File: src/rtl/boot_loader.sv
// Byte-stream image loader: 16-bit little-endian word count header, then LE 32-bit words into imem.
// Latency: one cycle from a word's fourth accepted byte to its imem_we pulse; done one cycle after the last write.
// Backpressure: in_ready drops during the write cycle and in DONE/ERR; in_valid gaps simply stall the loader.
module boot_loader #(
    parameter int MEM_WORDS = 1024,
    parameter int ADDR_W    = 10
) (
    input  logic              clk,
    input  logic              reset,
    input  logic              in_valid,
    input  logic [7:0]        in_data,
    output logic              in_ready,
    input  logic              start,
    output logic              imem_we,
    output logic [ADDR_W-1:0] imem_addr,
    output logic [31:0]       imem_wdata,
    output logic              core_rst_n,
    output logic              done,
    output logic              error
);

    typedef enum logic [2:0] {
        HDR0  = 3'd0,
        HDR1  = 3'd1,
        LOAD  = 3'd2,
        WRITE = 3'd3,
        DONE  = 3'd4,
        ERR   = 3'd5
    } state_t;

    // One extra index bit so a full-depth image can count up to MEM_WORDS.
    localparam logic [ADDR_W:0] IDX_ONE   = {{ADDR_W{1'b0}}, 1'b1};
    localparam logic [16:0]     MEM_LIMIT = 17'(MEM_WORDS);

    state_t          state;
    logic [15:0]     count;
    logic [ADDR_W:0] idx;
    logic [1:0]      byte_cnt;
    logic [31:0]     word;

    logic            accept;
    logic [15:0]     hdr_count;
    logic [ADDR_W:0] idx_inc;
    logic            hdr_bad;

    assign accept     = in_valid & in_ready;
    // Full header as it will look once the high byte lands this cycle.
    assign hdr_count  = {in_data, count[7:0]};
    assign hdr_bad    = (hdr_count == 16'd0) || ({1'b0, hdr_count} > MEM_LIMIT);
    assign idx_inc    = idx + IDX_ONE;
    // The count check bounds idx below MEM_WORDS whenever a write is issued.
    assign imem_addr  = idx[ADDR_W-1:0];
    assign imem_wdata = word;

    // Loader FSM; every output is registered and updated alongside the state.
    always_ff @(posedge clk or negedge reset) begin
        if (!reset) begin
            state      <= HDR0;
            count      <= '0;
            idx        <= '0;
            byte_cnt   <= '0;
            word       <= '0;
            in_ready   <= 1'b0;
            imem_we    <= 1'b0;
            core_rst_n <= 1'b0;
            done       <= 1'b0;
            error      <= 1'b0;
        end else begin
            imem_we <= 1'b0;
            case (state)
                HDR0: begin
                    // in_ready comes up on the first edge after reset release.
                    in_ready <= 1'b1;
                    if (accept) begin
                        count[7:0] <= in_data;
                        state      <= HDR1;
                    end
                end
                HDR1: begin
                    if (accept) begin
                        count[15:8] <= in_data;
                        if (hdr_bad) begin
                            state    <= ERR;
                            in_ready <= 1'b0;
                            error    <= 1'b1;
                        end else begin
                            state <= LOAD;
                        end
                    end
                end
                LOAD: begin
                    if (accept) begin
                        word[{byte_cnt, 3'b000} +: 8] <= in_data;
                        byte_cnt                      <= byte_cnt + 2'd1;
                        if (byte_cnt == 2'd3) begin
                            state    <= WRITE;
                            in_ready <= 1'b0;
                            imem_we  <= 1'b1;
                        end
                    end
                end
                WRITE: begin
                    idx <= idx_inc;
                    if (16'(idx_inc) == count) begin
                        state      <= DONE;
                        done       <= 1'b1;
                        core_rst_n <= 1'b1;
                    end else begin
                        state    <= LOAD;
                        in_ready <= 1'b1;
                    end
                end
                DONE, ERR: begin
                    // Terminal states hold until a re-arm request.
                    if (start) begin
                        state      <= HDR0;
                        idx        <= '0;
                        byte_cnt   <= '0;
                        count      <= '0;
                        done       <= 1'b0;
                        error      <= 1'b0;
                        core_rst_n <= 1'b0;
                        in_ready   <= 1'b1;
                    end
                end
                default: begin
                    state    <= HDR0;
                    in_ready <= 1'b0;
                end
            endcase
        end
    end

endmodule

File: config.mk
export PLATFORM = sky130hd
export DESIGN_NAME = boot_loader
export DESIGN_NICKNAME = d
export VERILOG_FILES = /design/src/rtl/boot_loader.sv
export SDC_FILE = /design/constraint.sdc
export NUM_CORES = 1
export LEC_CHECK = 0
export BUFFER_PORTS_ARGS = -buffer_cell sky130_fd_sc_hd__clkbuf_2
export CAP_MARGIN = 20
export CORE_ASPECT_RATIO = 0.9
export CORE_UTILIZATION = 43
export CTS_CLUSTER_SIZE = 28
export DETAILED_ROUTE_END_ITERATION = 6
export PLACE_DENSITY = 0.74
export SLEW_MARGIN = 5
export SYNTH_ARGS = -nofsm -noshare
export SYNTH_HDL_FRONTEND = slang
export SYNTH_SLANG_ARGS = --single-unit
File: constraint.sdc
create_clock -name clk -period 2.4 [get_ports clk]
set_input_delay 0.48 -clock clk [delete_from_list [all_inputs] [get_ports clk]]
set_output_delay 0.48 -clock clk [all_outputs]
set_load 0.005 [all_outputs]
==> metrics <==
initial antenna violation count 0; worst rel slew slack 56.9%; synth unique cells 49; layout cell share with drive strength beyond 1 20.4%; CTS tree yes; post-synthesis sequential area ratio a little under 50%; #FFs+latches synth 68; area of the die 8410 um^2; Vias per Instance roughly 5.4; Reg2Reg Depth 6; EDFF count, synth 0; Max Cap Viol 0; Req. time, crit path about 2.7 ns; CP startpoint count[5]; outcome completed; Synth Instances 392; clock-pin slew on the worst setup and hold paths 0.07 ns; vias in the first global route 2,706; r2r startpoint count[5]; Ant. Diodes 0; Fmax 462 MHz; Yosys warnings 0; Clock Path Buffers 2; r2r endpoint state[1]; Worst-Skew Late Latency between 0.3 and 0.4 ns; Hold Crit Class in -> async; Final Hold Fails 0; global-route wire length before repair 13,600 um; Syn Nets approximately 410; Tmin final 2.16 ns; # setup viols final 0; fin nets 461; Sink Count 68; Initial Util 45.2%; worst vdd ir between 0.4 and 0.5 mV; R2R Setup Slk ~0.24 ns; Port Buffers 58; Worst Path Arrival 2.45 ns; critical path class reg -> reg; Area growth syn-to-layout 16.6%; crit path capture type register; Total Power roughly 3600 uW; CP Capture Point state[1]; DRT iter0 DRCs approximately 290; Max Slew Vio Count 0; Die Wd 96.6 um; gr usage total 21.6%; Die Y 87.1 um; drc violations 0; RSZ-0062 raised after global routing false; wire per inst between 10 and 15 um; setup_tns 0 ns; dpl hpwl 5900 um; Synth Flop Type dfrtp_1; Std-Cell Rows 30; IO Pins 59; fraction of registers with async set/reset 100%; largest net degree at the start of global routing 45; final global-route overflow total 0; total iterations of the first detailed-routing run 4; Worst path slowest cell or4_4; via count 2,902; Leak Pwr approximately 0.0019 uW; worst-margin pin slew 0.647 ns; clk_skew 0.00828 ns; WL final 8080 um; CP Cell Sequence or4_4 > o31a_1 > nor4_4 > nand2_2 > o32ai_2 > a31o_1; CP Launch Type register; Tcrit/Tclk final 90.1%; Mapped Area 3460 um^2; # hold bufs at CTS 0; DRT antenna net count 0; gpl congestion 0.854; H-tree depth 3; critical path fanouts, max 5; core area around 7700 um^2; CTS root buffer clkbuf_8; Crit path largest cell delay 0.55 ns; pwr/cell area roughly 900 nW/um^2; CTS Buf Count 9; mean post-synth cell area approximately 8.8 um^2
## worst min path at each step
stage	cells past startpoint	from	slack, ns	to
final	1	reset	0.14	imem_wdata[18]
after global routing	1	reset	0.20	imem_wdata[18]
after CTS	1	reset	0.17	imem_wdata[18]
after global placement	2	count[11]	0.46	count[11]
after floorplan	0	reset	0.18	byte_cnt[0]
after detailed placement	2	count[11]	0.47	count[11]
## synth_stat cells (2+ instances only)
master | instances | area share, %
a21o_1 | 2 | 0.43
a21oi_1 | 3 | 0.43
a22o_1 | 5 | 1.3
a22oi_1 | 2 | 0.43
and2_1 | 2 | 0.36
and3_1 | 5 | 0.90
buf_4 | 11 | 2.4
clkbuf_1 | 19 | 2.1
dfrtp_1 | 68 | 49
ha_1 | 7 | 2.5
inv_1 | 5 | 0.54
nand2_1 | 110 | 12
nand2b_1 | 3 | 0.54
nand3_1 | 9 | 1.3
nand3b_1 | 2 | 0.43
nand4_1 | 2 | 0.36
nor2_1 | 12 | 1.3
nor2b_1 | 2 | 0.36
nor3_1 | 4 | 0.58
nor3b_1 | 3 | 0.65
nor4_1 | 3 | 0.54
o211a_1 | 2 | 0.58
o21a_1 | 2 | 0.43
o21ai_0 | 8 | 1.2
o21ai_1 | 56 | 8.1
o31ai_1 | 4 | 0.87
or2_1 | 2 | 0.36
or4_1 | 3 | 0.65
xnor2_1 | 11 | 2.8
xor2_1 | 6 | 1.5
## cells by family after synthesis
| kind of cell | share of synthesized area, % |
|---|---|
| compound gates | 16.4 |
| xor+xnor | 4.30 |
| fa+ha+maj | 2.53 |
| buf+inv | 5.24 |
| flops | 49.2 |
| mux | 0.289 |
| simple gates | 22.0 |
## cells in the final DEF (no fill, tap or decap), types with 5 or more instances in the layout
| cell type | count |
|---|---|
| nand3_1 | 9 |
| and3_1 | 5 |
| nand2_1 | 110 |
| buf_4 | 11 |
| o21ai_1 | 56 |
| o21ai_0 | 8 |
| nor2_1 | 12 |
| a22o_1 | 5 |
| clkbuf_8 | 10 |
| inv_1 | 5 |
| xor2_1 | 6 |
| ha_1 | 7 |
| clkbuf_2 | 58 |
| dfrtp_1 | 68 |
| xnor2_1 | 11 |
## power by group
| part | internal [uW] | switching [uW] |
|---|---|---|
| clock network | 601 | 429 |
| logic | 423 | 571 |
| registers | 1340 | 204 |
## critical path: cells and delay by family, from the launching register on
family / cells / cell delay, ns
compound gates: 3 / 0.65
flops: 1 / 0.42
simple gates: 3 / 1.05
## layer usage
metal / track usage, % / up-vias / wire length (um)
met5: 0 / - / 0
met4: 9.89 / 0 / 209
met3: 4.80 / 18 / 389
met2: 30.2 / 76 / 3650
met1: 31.7 / 1371 / 3840
li1: - / 1437 / -
## cell type report
type | instances | area [um^2]
sequential | 68 | 1700
tap | 96 | 120
clock inverter | 4 | 75.1
clock buffer | 10 | 138
inverter | 6 | 22.5
timing repair buffer | 70 | 393
fill | 732 | 3620
multi-input combinational | 287 | 1590
## state kept, by name (all words and copies together), names as in the netlist
name and count:
byte_cnt 2, count 16, done 1, error 1, idx 11, imem_wdata 32, imem_we 1, in_ready 1
state 3
## metrics by stage
step           hold WS [ns]  cell area (um^2)  instances  worst slack (ns)  utilization (%)
6_report              0.140              4040        541             0.237             52.7
5_1_grt               0.195              4040        541             0.105             52.7
4_1_cts               0.166              4030        541             0.150             52.6
3_5_place_dp          0.472              3820        527            0.0871             49.8
3_3_place_gp          0.460              3820        527            0.0984             49.8
2_1_floorplan         0.184              3460        392             0.315                -
## what timing repair did
action / CTS / global route
resized for setup: 0 / 1
setup buffers: 0 / 0
endpoints found under the setup margin: 0 / 1
No activity file was read; power rests on OpenSTA's default activity.
